--- src/rtl/puf_cr_sequencer_pkg.sv ---
// Shared types for the PUF challenge-response sequencer: FSM states, race decision
// encoding and a width helper.
package puf_seq_pkg;

  localparam int CHAL_W_DEF = 10;

  typedef enum logic [2:0] {IDLE, ARM, RUN, SAMPLE, DONE} state_t;

  // Outcome of one race, latched when RUN exits so SAMPLE sees a stable verdict
  typedef enum logic [1:0] {DEC_ZERO, DEC_ONE, DEC_TMO} dec_t;

  // Bits needed to count 0..value-1; never narrower than one bit
  function automatic int clog2(input int value);
    int w;
    w = 1;
    while ((1 << w) < value) w++;
    return w;
  endfunction

endpackage

--- src/rtl/puf_cr_sequencer_sync_ff.sv ---
// Multi-flop synchroniser for one asynchronous PUF status line; clears to 0 on reset.
module puf_sync_ff #(
  parameter int STAGES = 2
) (
  input  logic clock,
  input  logic reset,
  input  logic d,
  output logic q
);

  logic [STAGES-1:0] chain;

  always_ff @(posedge clock or posedge reset) begin
    if (reset) chain <= '0;
    else       chain <= {chain[STAGES-2:0], d};
  end

  assign q = chain[STAGES-1];

endmodule

--- src/rtl/puf_cr_sequencer.sv ---
// Challenge-response initiator for the 64-RO race PUF: arms, races and samples one bit per race
// and returns an NBITS word over valid/ready. Define VON_NEUMANN_DEBIAS_EN for paired-race debiasing.
module puf_cr_sequencer
  import puf_seq_pkg::*;
#(
  parameter int NBITS       = 64,
  parameter int CHAL_W      = CHAL_W_DEF,
  parameter int SETTLE_CYC  = 16,
  parameter int TIMEOUT_CYC = 4194304,
  parameter int SYNC_STAGES = 2
) (
  input  logic              clock,
  input  logic              reset,
  input  logic              start,
  input  logic [CHAL_W-1:0] seed,
  output logic              busy,
  output logic              resp_valid,
  input  logic              resp_ready,
  output logic [NBITS-1:0]  response,
  output logic              timeout_err,
  output logic [63:0]       ro_enable,
  output logic [CHAL_W-1:0] challenge,
  output logic              cnt_reset,
  input  logic              cnt1_finish,
  input  logic              cnt2_finish,
  input  logic              cnt1_led
);

  localparam int IDX_W = clog2(NBITS);
  localparam int TMO_W = clog2(TIMEOUT_CYC);
  localparam int SET_W = clog2(SETTLE_CYC);

  logic [2:0] status_async;
  logic [2:0] status_sync;
  logic       fin1, fin2, led;

  assign status_async = {cnt1_led, cnt2_finish, cnt1_finish};

  generate
    for (genvar gi = 0; gi < 3; gi++) begin : g_sync
      puf_sync_ff #(.STAGES(SYNC_STAGES)) u_sync (
        .clock (clock),
        .reset (reset),
        .d     (status_async[gi]),
        .q     (status_sync[gi])
      );
    end
  endgenerate

  assign fin1 = status_sync[0];
  assign fin2 = status_sync[1];
  assign led  = status_sync[2];

  state_t            state;
  dec_t              dec;
  logic [CHAL_W-1:0] seed_reg, chal_off, next_off;
  logic [IDX_W-1:0]  idx;
  logic [TMO_W-1:0]  tmo;
  logic [SET_W-1:0]  settle;
  logic              race_bit, do_store, store_bit, advance;
`ifdef VON_NEUMANN_DEBIAS_EN
  logic              second, first_bit;
`endif

  assign next_off = chal_off + CHAL_W'(1);

  // Decide what the just-finished race contributes to the word
  always_comb begin
    race_bit = (dec == DEC_ONE);
`ifdef VON_NEUMANN_DEBIAS_EN
    advance   = (dec == DEC_TMO) || second;
    do_store  = second && (dec != DEC_TMO) && (first_bit != race_bit);
    store_bit = first_bit;
`else
    advance   = 1'b1;
    do_store  = 1'b1;
    store_bit = race_bit;
`endif
  end

  always_ff @(posedge clock or posedge reset) begin
    if (reset) begin
      state       <= IDLE;
      dec         <= DEC_ZERO;
      busy        <= 1'b0;
      resp_valid  <= 1'b0;
      response    <= '0;
      timeout_err <= 1'b0;
      ro_enable   <= '0;
      challenge   <= '0;
      cnt_reset   <= 1'b1;
      seed_reg    <= '0;
      chal_off    <= '0;
      idx         <= '0;
      tmo         <= '0;
      settle      <= '0;
`ifdef VON_NEUMANN_DEBIAS_EN
      second      <= 1'b0;
      first_bit   <= 1'b0;
`endif
    end else begin
      case (state)
        IDLE: begin
          cnt_reset <= 1'b1;
          ro_enable <= '0;
          if (start) begin
            seed_reg    <= seed;
            challenge   <= seed;
            chal_off    <= '0;
            idx         <= '0;
            settle      <= '0;
            response    <= '0;
            timeout_err <= 1'b0;
            busy        <= 1'b1;
`ifdef VON_NEUMANN_DEBIAS_EN
            second      <= 1'b0;
`endif
            state       <= ARM;
          end
        end
        ARM: begin
          if (settle == SET_W'(SETTLE_CYC - 1)) begin
            cnt_reset <= 1'b0;
            ro_enable <= '1;
            tmo       <= '0;
            state     <= RUN;
          end else begin
            settle <= settle + SET_W'(1);
          end
        end
        RUN: begin
          // A finish seen on the same cycle as the timeout limit still counts as a finish
          if (fin1 || fin2) begin
            ro_enable <= '0;
            dec       <= (fin1 && fin2) ? (led ? DEC_ONE : DEC_ZERO) : (fin1 ? DEC_ONE : DEC_ZERO);
            state     <= SAMPLE;
          end else if (tmo == TMO_W'(TIMEOUT_CYC - 1)) begin
            ro_enable <= '0;
            dec       <= DEC_TMO;
            state     <= SAMPLE;
          end else begin
            tmo <= tmo + TMO_W'(1);
          end
        end
        SAMPLE: begin
          if (dec == DEC_TMO) timeout_err <= 1'b1;
          if (do_store) response[idx] <= store_bit;
`ifdef VON_NEUMANN_DEBIAS_EN
          second    <= ~advance;
          first_bit <= race_bit;
`endif
          cnt_reset <= 1'b1;
          if (do_store && (idx == IDX_W'(NBITS - 1))) begin
            resp_valid <= 1'b1;
            state      <= DONE;
          end else begin
            if (do_store) idx <= idx + IDX_W'(1);
            if (advance) begin
              chal_off  <= next_off;
              challenge <= seed_reg + next_off;
            end
            settle <= '0;
            state  <= ARM;
          end
        end
        DONE: begin
          cnt_reset <= 1'b1;
          if (resp_ready) begin
            resp_valid <= 1'b0;
            busy       <= 1'b0;
            state      <= IDLE;
          end
        end
        default: state <= IDLE;
      endcase
    end
  end

endmodule

--- config.mk ---
export PLATFORM = sky130hd
export DESIGN_NAME = puf_cr_sequencer
export DESIGN_NICKNAME = d
export VERILOG_FILES = /design/src/rtl/puf_cr_sequencer_pkg.sv /design/src/rtl/puf_cr_sequencer_sync_ff.sv /design/src/rtl/puf_cr_sequencer.sv
export SDC_FILE = /design/constraint.sdc
export NUM_CORES = 1
export LEC_CHECK = 0
export ABC_AREA = 1
export CAP_MARGIN = 15
export CORE_AREA = 5 5 133 135
export DETAILED_ROUTE_END_ITERATION = 16
export DIE_AREA = 0 0 138 140
export PLACE_DENSITY_LB_ADDON = 0.12
export SLEW_MARGIN = 10
export SYNTH_ARGS = -nofsm -noshare
export SYNTH_HDL_FRONTEND = slang
export SYNTH_SLANG_ARGS = --single-unit
--- constraint.sdc ---
create_clock -name clock -period 11.1 [get_ports clock]
set_clock_uncertainty 0.15 [all_clocks]
set_input_delay 1.665 -clock clock [delete_from_list [all_inputs] [get_ports clock]]
set_output_delay 1.665 -clock clock [all_outputs]
set_load 0.005 [all_outputs]
After elaboration in Yosys (flattened, before gate mapping)
Cells that the tools add are included.
W data, S select, Z words.

storage, ports and cells
  flip-flop bits (word level) = 205
  input bits = 17
  output and inout bits = 142

cells by class
  mux-type cells = 48
  $add $sub $neg = 5
  reduce and logical (&&, ||, !) cells = 25
  $lt $le $gt $ge = 2
  eq/ne operators = 19

operators with widths
  cell                     number
  $mux W64                 4
  $pmux W64 S3             1
  $pmux W64 S2             1
  $mux W22                 3
  $bwmux W64               1
  $pmux W22 S2             1
  $mux W10                 4
  $pmux W10 S2             2
  $add A22 B1 Y22 const B  1
  $eq A22 B22 Y1 const B   1
  $mux W3                  6
  $ne A2 B2 Y1 const B     9
  $pmux W3 S5              1
  $reduce_and A3 Y1        5
  $mux W4                  3
  $mux W6                  2
  $pmux W4 S3              1
  $pmux W6 S2              1
  $reduce_and A4 Y1        3
  $reduce_bool A2 Y1       6
  $add A10 B1 Y10 const B  1
  $add A10 B10 Y10         1
  $mux W1                  10
  $pmux W1 S2              4
  other kinds (20)         27

Depth between registers and ports, before layout
Gate-level depths: netlist of the first run.

  word-level depth = 6
  mapped depth = 18
  gate-level depth less buffers = 18

By module
A second synthesis of the first run with hierarchy kept.

second synthesis, totals
  cells, all modules = 1122
  area, all modules = 8270.4 um2

by module, submodules not included
  module            cells an instance  sequential area each (um2)  instances  area an instance (um2)
  puf_cr_sequencer  1113               3404.5                      1          8109.0
  puf_sync_ff       3                  50.0                        3          53.8

Worst setup path after synthesis of the first run
No wires, ideal clock.

  path kind = reg2out
  from = register, netlist name ro_enable[62]
  to = output port ro_enable[10]
  stages on the path, launching flop included = 2
  arrival time = 1.543 ns
  path slack = 7.742 ns
  path buffers = 1
  data required time = 9.285 ns
  path through = dfrtp_1 > buf_4

RTL lines
  element           RTL line                RTL
  end: declaration  puf_cr_sequencer.sv:21  output logic [63:0] ro_enable,

Final worst setup path of the first run
  from = input port start
  to = register idx[5]

between the ends
  cells in the longest elaborated chain, start to end = 2

RTL lines
  element                             RTL line                 RTL
  start: declaration                  puf_cr_sequencer.sv:14   input logic start,
  $ne A2 B2 Y1 (no source line)       --
  $reduce_and A3 Y1 (no source line)  --
  end signal: assignment              puf_cr_sequencer.sv:157  if (do_store) idx <= idx + IDX_W'(1);
  end: declaration                    puf_cr_sequencer.sv:57   logic [IDX_W-1:0] idx;

No other way between the ends.
A chain may end at the register's enable or synchronous reset.

==> flow_summary.json, run 1 <==
{
  "grt_pass1_wl_um": 32550,
  "gr-usage-met3_pct": 4.397,
  "first_iter_violations": 520,
  "power.leakage_nw": 4.389,
  "antenna_cells_inserted": 0,
  "drv_cap": 0,
  "dp.final_hpwl_um": 13430,
  "final_net_count": 1097,
  "routed_wirelength_normalized_by_instance_count_um": 15.11,
  "cts.hold.buffers_added": 0,
  "grt_setup_unrepaired": "false",
  "timing.final.hold_violations": 0,
  "cts_tree": "yes",
  "post_cts_buffers": 0,
  "synthDistinctLibCells": 41,
  "remaining_design_rule_violation_count": 0,
  "rows": 47,
  "layout_worst_path_cycle_share_pct": 39.36,
  "synthesis.area_per_instance_um2": 8.128,
  "layout_common_cells": "nand2_1 (225), clkdlybuf4s50_1 (158), dfrtp_1 (141)",
  "io_pins": 159,
  "fill_cells": 1500,
  "relSlewSlack_pct": 35.82,
  "max-vdd-ir-drop_mv": 0.1039,
  "mostFrequentLayoutCell": "nand2_1",
  "floorplan.initialDensity_pct": 48.58,
  "final_max_slew_viol_count": 0,
  "worstSkewPairLatency_ns": 0.42,
  "hp-class": "flop to flop",
  "worst-endpoint-arrival_ns": 4.57,
  "fp.dieW_um": 138,
  "post_cts_resize_count": 0,
  "postSynthRegisterBits": 142,
  "worstSetupEndpointType": "flop",
  "drt-total-wl_um": 19630,
  "design.die.area_um2": 19320,
  "synthesis.area_um2": 7941,
  "critical_path_launch_point_type": "input pin",
  "registers.top_by_ff_count": "response",
  "reg2reg_slack_ns": 7.44,
  "ctsRootBufferMaster": "clkbuf_16",
  "grt_start_max_net_pins": 82,
  "finalSetupViolCount": 0,
  "area_delta_synth_final_pct": 22.69,
  "floorplan.die.height_um": 140,
  "synth.net_count": 1008,
  "largest_registers": "response: 64 flops, tmo: 22 flops",
  "seq_area_frac_synth_pct": 44.76,
  "synth_async_sr_flop_share_pct": 100.0,
  "top_usage_layer": "met2",
  "clock_tree.buffer_depth": 2,
  "run_status": "finished clean",
  "finalWeightedCongestion": 0.8564,
  "grt_pass1_vias": 6273,
  "cp_max_fo": 58,
  "gr-total-overflow": 0,
  "worst_slew_pin_slew_ns": 0.9627,
  "routed_via_density": 5.167,
  "placeableCoreArea_um2": 16350,
  "gr-usage-all-layers_pct": 20.35,
  "synth_enable_flop_cells": 0,
  "layout_min_cycle_time_ns": 4.369,
  "postSynth.topFlopCell": "dfrtp_1",
  "gr-usage-met1_pct": 28.88,
  "drt.antenna.violating_nets": 0,
  "first_pass_iters": 6,
  "yosysWarningCount": 0,
  "largest_register_ffs": 64,
  "clkSinkCount": 142,
  "timing.setup.tns_ns": 0,
  "cts.reportedPaths.clkPinSlew_ns": 0.06,
  "tritoncts.num_buffers": 17,
  "htree_num_levels": 4,
  "drive_above_1_share_pct": 6.024,
  "synthCells": 977,
  "portBuffers": 158,
  "detailroute.via_count": 6712,
  "path_class": "input pin to flop",
  "timing.critical_path.required_ns": 11.30,
  "p_per_area_nw_per_um2": 177.3,
  "fmax_mhz": 228.9,
  "power_w": 0.001728,
  "antenna_found_initial": 0,
  "grtUsageMet2_pct": 31.81
}
[layer usage]
layer	vias up	routed length, um
met5	-	0
met4	0	173
met3	17	1087
met2	207	8972
met1	3151	9392
li1	3337	-
[logic make-up after synthesis]
logic type                 Yosys count  share of synthesized area, %
AOI/OAI and AO/OA                  184                         14.86
adders and majority gates           14                         2.300
xor gates and xnor gates            21                         2.316
buffers and inverters              179                         12.68
and+or+nand+nor                    437                         23.08
DFF                                142                         44.76
[per-stage QoR]
step	area, um2	hold WS, ns	utilization (%)	std cells	setup slack [ns]
5_1_grt	9743	0.2131	59.60	1299	6.554
3_3_place_gp	9151	0.1845	55.98	1266	6.296
2_1_floorplan	7941	0.1812	-	977	5.477
4_1_cts	9723	0.1989	59.48	1298	6.751
6_report	9743	0.1981	59.60	1299	6.731
3_5_place_dp	9151	0.1847	55.98	1266	6.307
[final timing paths]
check / start / endpoint / cells after the start
worst min register to register: g_sync[1].u_sync.chain[0] / g_sync[1].u_sync.chain[1] / 0
worst max-delay path: start / idx[5] / 9
max in group asynchronous: reset / response[62] / 4
worst max register to register: state[2] / idx[5] / 9
min in group asynchronous: reset / response[54] / 2
worst min-delay path: g_sync[1].u_sync.chain[0] / g_sync[1].u_sync.chain[1] / 0
[area by class of cell]
class	instances	area (um2)	area share, %
Tap cell	220	275.3	2.825
Clock buffer	19	442.9	4.546
Multi-Input combinational cell	656	3379	34.69
Clock inverter	13	128.9	1.323
Timing Repair Buffer	161	1617	16.59
Inverter	88	345.3	3.544
Sequential cell	142	3555	36.48
[power by group]
| group | switching [W] | leakage [nW] | internal [W] |
|---|---|---|---|
| Clock | 0.000232 | 0.269 | 0.000318 |
| Sequential | 0.0000537 | 1.91 | 0.000582 |
| Combinational | 0.000360 | 2.21 | 0.000182 |
[worst max-delay path, cell delays in order]
cell and delay [ns]:
clkdlybuf4s50_1 0.51, nand2_2 0.24, nand2_2 0.72, nand2_1 0.60, inv_2 0.45, nand3_1 0.15, nand2_1 0.10, nand2_1 0.05
nor2_1 0.07
[synth_stat cells (3+ instances only)]
master	count	share of area, %
nand2_1	225	11
nand4_1	6	0.47
xor2_1	16	1.8
a31oi_1	4	0.32
a22o_1	52	5.7
inv_1	78	3.7
buf_2	4	0.25
inv_2	8	0.38
o31ai_1	3	0.28
xnor2_1	5	0.55
nand2_2	6	0.47
a21oi_1	17	1.1
o22ai_1	13	1.0
buf_6	6	0.85
ha_1	13	2.0
nor3_1	3	0.19
a22oi_1	6	0.57
or2_2	3	0.24
dfrtp_1	141	44
nand3_1	54	3.4
clkbuf_1	11	0.52
buf_4	69	6.5
nor2_1	129	6.1
o21ai_0	81	5.1
Power figures use the tool's default switching activity.
==> inputs of run 2 (changes only) <==
Settings changed: CORE_AREA 5 5 133 135 to 5 5 136 138, DIE_AREA 0 0 138 140 to 0 0 141 143.
Clock period 11.1 ns to 3.8 ns, I/O delays scaled along.
==> run 2 against run 1 <==
Via count up 1.3%. Sequential cell count unchanged. Critical path depth down 8. Clock power rose to 3.3 times the previous value. Total power rose to 3.1 times the previous value. Worst setup slack worse by 5.7 ns. Routed wire length up 4.6%. Combinational power rose to 3.0 times the previous value. Final cell count up 0.85%. Sequential share of layout area down 0.42 points. Non-clock buffer count up 6.
==> flow_summary.json, run 2 (synthesis results as in run 1) <==
{
  "routed_wirelength_normalized_by_instance_count_um": 15.67,
  "gr-total-overflow": 0,
  "critical_path_launch_point_type": "flop",
  "antenna_found_initial": 0,
  "largest_registers": "response: 64 flops, tmo: 22 flops",
  "dp.cells": 1278,
  "post_cts_resize_count": 0,
  "placeableCoreArea_um2": 17060,
  "remaining_design_rule_violation_count": 0,
  "grt_pass1_wl_um": 32780,
  "layout.cells.non_filler": 1310,
  "grt_setup_unrepaired": "false",
  "route.met2.wl_um": 9189,
  "clkSinkCount": 142,
  "critical_path_buf_inv_count": 1,
  "timing.critical_path.slowest_stage_cell": "dfrtp_2",
  "largest_register_ffs": 64,
  "tritoncts.num_buffers": 17,
  "floorplan.die.height_um": 143,
  "cts.hold.buffers_added": 0,
  "floorplan.initialDensity_pct": 46.56,
  "first_pass_iters": 5,
  "worstSetupEndpointType": "output port",
  "list_of_cells_traversed_by_the_critical_path": "clkdlybuf4s50_1",
  "design.die.area_um2": 20160,
  "ctsRootBufferMaster": "clkbuf_16",
  "cp_max_fo": 65,
  "worst-endpoint-arrival_ns": 2.04,
  "clock_tree.buffer_depth": 2,
  "layout_worst_path_cycle_share_pct": 72.76,
  "worst_slew_pin_slew_ns": 0.8763,
  "layout_min_cycle_time_ns": 2.765,
  "layout_common_cells": "nand2_1 (225), clkdlybuf4s50_1 (158), dfrtp_1 (140)",
  "fmax_mhz": 361.7,
  "met1Wirelength_um": 9406,
  "fill_cells": 1570,
  "cts_tree": "yes",
  "first_iter_violations": 534,
  "gr-usage-all-layers_pct": 20.29,
  "hp-class": "flop to flop",
  "drive_above_1_share_pct": 6.728,
  "registers.top_by_ff_count": "response",
  "finalSetupViolCount": 0,
  "relSlewSlack_pct": 41.58,
  "route.met3.wl_um": 1636,
  "drv_cap": 0,
  "max-vdd-ir-drop_mv": 0.4340,
  "timing.final.hold_violations": 0,
  "antenna_cells_inserted": 0,
  "cp_slowest_stage_delay_ns": 0.94,
  "area_delta_synth_final_pct": 24.15,
  "grt_pass1_vias": 6363,
  "worstSkewPairLatency_ns": 0.43,
  "top_layer_used": "met4",
  "routed_via_density": 5.189,
  "post_cts_buffers": 0,
  "layout.core_utilization_pct": 57.81,
  "timing.critical_path.max_delay_family": "flip-flops",
  "rows": 48,
  "register_area_um2": 3556,
  "dp.final_hpwl_um": 13970,
  "detailroute.via_count": 6797,
  "cts.reportedPaths.clkPinSlew_ns": 0.06,
  "finalWeightedCongestion": 0.8855,
  "htree_num_levels": 4,
  "final_net_count": 1103,
  "multi_input_area_um2": 3379,
  "timing.setup.tns_ns": 0,
  "p_per_area_nw_per_um2": 537.7,
  "path_class": "flop to output port",
  "fp.dieW_um": 141,
  "drt-total-wl_um": 20530,
  "run_status": "finished clean",
  "grt_start_max_net_pins": 66,
  "timing.critical_path.required_ns": 3.08,
  "power.leakage_nw": 4.451,
  "final_max_slew_viol_count": 0,
  "io_pins": 159,
  "mostFrequentLayoutCell": "nand2_1",
  "reg2reg_slack_ns": 1.20,
  "portBuffers": 158,
  "power_w": 0.005301,
  "drt.antenna.violating_nets": 0
}
==> run 2: routing by layer <==
metal / global-route usage, % / vias to the layer above
met2: 31.73 / 239
met1: 27.55 / 3188
met3: 5.827 / 23
met5: 0 / -
met4: 6.170 / 0
li1: - / 3347
==> run 2: power by group <==
group	internal [W]	switching, W
logic	0.000557	0.00109
registers	0.00170	0.000150
clock network	0.00111	0.000697
total	0.00336	0.00194
==> run 2: stage by stage <==
step                area [um2]  worst slack [ns]  hold slack, ns
finish                    9859             1.035          0.1955
global route              9859            0.8439          0.2088
CTS                       9859            0.9964          0.2017
detailed placement        9223             1.061          0.1862
global placement          9223             1.110          0.1836
floorplan                 7945             1.304          0.1812
==> run 2: final timing paths <==
path                                            from                        end  depth (start not counted)
max                                    ro_enable[62]              ro_enable[43]                          1
min                        g_sync[0].u_sync.chain[0]  g_sync[0].u_sync.chain[1]                          0
max reg2reg                              chal_off[0]               challenge[9]                         17
min reg2reg                g_sync[0].u_sync.chain[0]  g_sync[0].u_sync.chain[1]                          0
max in group asynchronous                      reset                response[6]                          3
min in group asynchronous                      reset               response[31]                          2
==> run 2: worst reg2reg max path, cell delays in order, from the launching register on <==
cell,delay (ns)
dfrtp_1,0.41
ha_1,0.19
nand2_1,0.07
inv_1,0.07
nand3_1,0.09
nor2_1,0.14
inv_1,0.07
o21ai_0,0.23
inv_1,0.08
ha_1,0.32
nand2_1,0.11
inv_1,0.05
a21oi_1,0.16
nand3_1,0.13
inv_1,0.07
nand2_1,0.05
nand3_1,0.06
nand2_1,0.05
==> run 2: cell type report <==
cell class | count | share of cell area, %
clock buffer | 17 | 4.315
sequential | 142 | 36.07
inverter | 88 | 3.490
timing repair buffer | 167 | 16.85
multi-input combinational | 656 | 34.28
tap | 225 | 2.855
clock inverter | 15 | 2.145
==> inputs of run 3 (changes only) <==
Settings changed: CORE_AREA 5 5 136 138 to 5 5 133 135, DIE_AREA 0 0 141 143 to 0 0 138 140.
Clock period 3.8 ns to 2.6 ns, I/O delays scaled along.
==> run 3 against run 2 <==
Combinational power increased by 49%. Hold slack improved by 0.0019 ns. Sequential power increased by 47%. Core utilization up 3.2 points. Final cell count unchanged. Final area increased by 1.2%. Sequential cell count unchanged. Largest power group unchanged. Critical path depth increased by 14. Routed wire length decreased by 2.4%. Register-to-register slack got worse by 1.0 ns.
==> flow_summary.json, run 3 (synthesis results as in run 1) <==
{
  "run_status": "finished clean",
  "cts_tree": "yes",
  "critical_path_launch_point_type": "flop",
  "hold_ws_ns": 0.1973,
  "grt_pass1_wl_um": 32970,
  "stdcell_area_um2": 9973,
  "mostFrequentLayoutCell": "nand2_1",
  "hp-class": "flop to flop",
  "placeableCoreArea_um2": 16350,
  "layout_min_cycle_time_ns": 2.436,
  "dp.final_hpwl_um": 13920,
  "portBuffers": 158,
  "final.setup.worst_slack_ns": 0.1642,
  "layout_worst_path_cycle_share_pct": 93.68,
  "relSlewSlack_pct": 59.09,
  "gr-usage-all-layers_pct": 20.55,
  "gr-total-overflow": 0,
  "placement.setup.worst_slack_ns": 0.03103,
  "clock_tree.buffer_depth": 2,
  "worstSetupEndpointType": "flop",
  "drt.antenna.violating_nets": 0,
  "drt-total-wl_um": 20030,
  "worst_slew_pin_slew_ns": 0.6120,
  "list_of_cells_traversed_by_the_critical_path": "ha_2 > nand2_1 > inv_1 > nand3_1 > buf_4 > o21ai_0 > nand2_1 > inv_1 > ha_4 > nand2_1 > inv_1 > a21oi_1 > nand3b_1 > nand3_1 > nand3_1",
  "layout_common_cells": "nand2_1 (224), clkdlybuf4s50_1 (158), dfrtp_1 (141)",
  "io_pins": 159,
  "placement.cell_area_um2": 9283,
  "worstSkewPairLatency_ns": 0.42,
  "floorplan.die.height_um": 140,
  "first_iter_violations": 482,
  "design.die.area_um2": 19320,
  "drive_above_1_share_pct": 8.257,
  "final_max_slew_viol_count": 0,
  "routed_wirelength_normalized_by_instance_count_um": 15.29,
  "antenna_found_initial": 0,
  "cts.hold.buffers_added": 0,
  "cp_slowest_stage_delay_ns": 0.41,
  "path_class": "flop to flop",
  "max-vdd-ir-drop_mv": 0.5030,
  "fp.dieW_um": 138,
  "finalWeightedCongestion": 0.9290,
  "largest_registers": "response: 64 flops, tmo: 22 flops",
  "first_pass_iters": 5,
  "grt_pass1_vias": 6336,
  "drv_cap": 0,
  "finalSetupViolCount": 0,
  "rows": 47,
  "worst-endpoint-arrival_ns": 2.59,
  "detailroute.via_count": 6785,
  "tritoncts.num_buffers": 17,
  "timing.final.hold_violations": 0,
  "remaining_design_rule_violation_count": 0,
  "floorplan.initialDensity_pct": 48.58,
  "fmax_mhz": 410.5,
  "largest_register_ffs": 64,
  "cp_max_fo": 5,
  "htree_num_levels": 4,
  "cts.reportedPaths.clkPinSlew_ns": 0.06,
  "registers.top_by_ff_count": "response",
  "ctsRootBufferMaster": "clkbuf_16",
  "antenna_cells_inserted": 0,
  "clkSinkCount": 142,
  "final_net_count": 1108,
  "power.leakage_nw": 4.478,
  "layout.core_utilization_pct": 61.01,
  "timing.critical_path.required_ns": 2.76,
  "routed_via_density": 5.179,
  "p_per_area_nw_per_um2": 768.5,
  "timing.critical_path.slowest_stage_cell": "dfrtp_1",
  "area_delta_synth_final_pct": 25.59,
  "power_w": 0.007665,
  "grt_start_max_net_pins": 65
}
run 3: cell count changes in the layout (fill, tap and decap cells not counted), moves of 2 or more:
cell       change
nand3_2        +2
a21oi_2        +2
ha_4           +3
bufinv_16      -2
clkbuf_8       +2
nand3_1        -2
ha_1           -4
clkinv_4       -2
nor2_1         -3
a21oi_1        -2
buf_12         +3
buf_4          +2
nor2_2         +2
run 3: timing repair:
item / in CTS / in global routing
resized for setup: 0 / 15
buffers inserted: 0 / 1
endpoints found under the setup margin: 0 / 5
run 3: critical path: cells and delay by family (launching register included):
family,cells,cell delay [ns]
adder cells (fa/ha/maj),2,0.42
AND/OR/NAND/NOR,7,0.61
buffers and inverters,4,0.40
flip-flops,1,0.41
AO/OA/AOI/OAI,2,0.32
run 3: layout make-up:
class | count | area (um2)
clock inverters | 13 | 153.9
inverters | 88 | 344.1
repair buffers | 172 | 1737
fillers | 1487 | 6375
flip-flops and latches | 142 | 3555
well taps | 220 | 275.3
multi-input cells | 656 | 3456
clock buffers | 19 | 452.9
run 3: path summary, 6_finish.rpt:
check | from | endpoint | slack [ns] | depth (start not counted)
worst min register to register | g_sync[2].u_sync.chain[0] | g_sync[2].u_sync.chain[1] | 0.20 | 0
worst max register to register | chal_off[0] | challenge[7] | 0.16 | 15
max in group asynchronous | reset | response[55] | 1.41 | 3
worst min-delay path | g_sync[2].u_sync.chain[0] | g_sync[2].u_sync.chain[1] | 0.20 | 0
worst max-delay path | chal_off[0] | challenge[7] | 0.16 | 15
min in group asynchronous | reset | tmo[11] | 0.25 | 2
run 3: power breakdown:
| part | leakage (nW) | total (W) | switching [W] | internal, W |
|---|---|---|---|---|
| sequential | 1.91 | 0.00272 | 0.000241 | 0.00248 |
| clock | 0.297 | 0.00248 | 0.000997 | 0.00149 |
| combinational | 2.27 | 0.00246 | 0.00159 | 0.000868 |
| total | 4.48 | 0.00766 | 0.00283 | 0.00484 |
run 3: through the flow:
| stage | TNS, ns | cells |
|---|---|---|
| detailed placement | 0 | 1277 |
| global route | -0.009176 | 1310 |
| CTS | 0 | 1309 |
| global placement | 0 | 1277 |
| floorplan | 0 | 977 |
| finish | 0 | 1310 |
run 3: metal layers:
layer  routed length [um]  vias up  track usage, %
li1                     -     3377               -
met1                 9431     3168           29.13
met2                 9122      213           32.14
met3                 1169       27           4.226
met4                  311        0           5.928
met5                    0        -               0
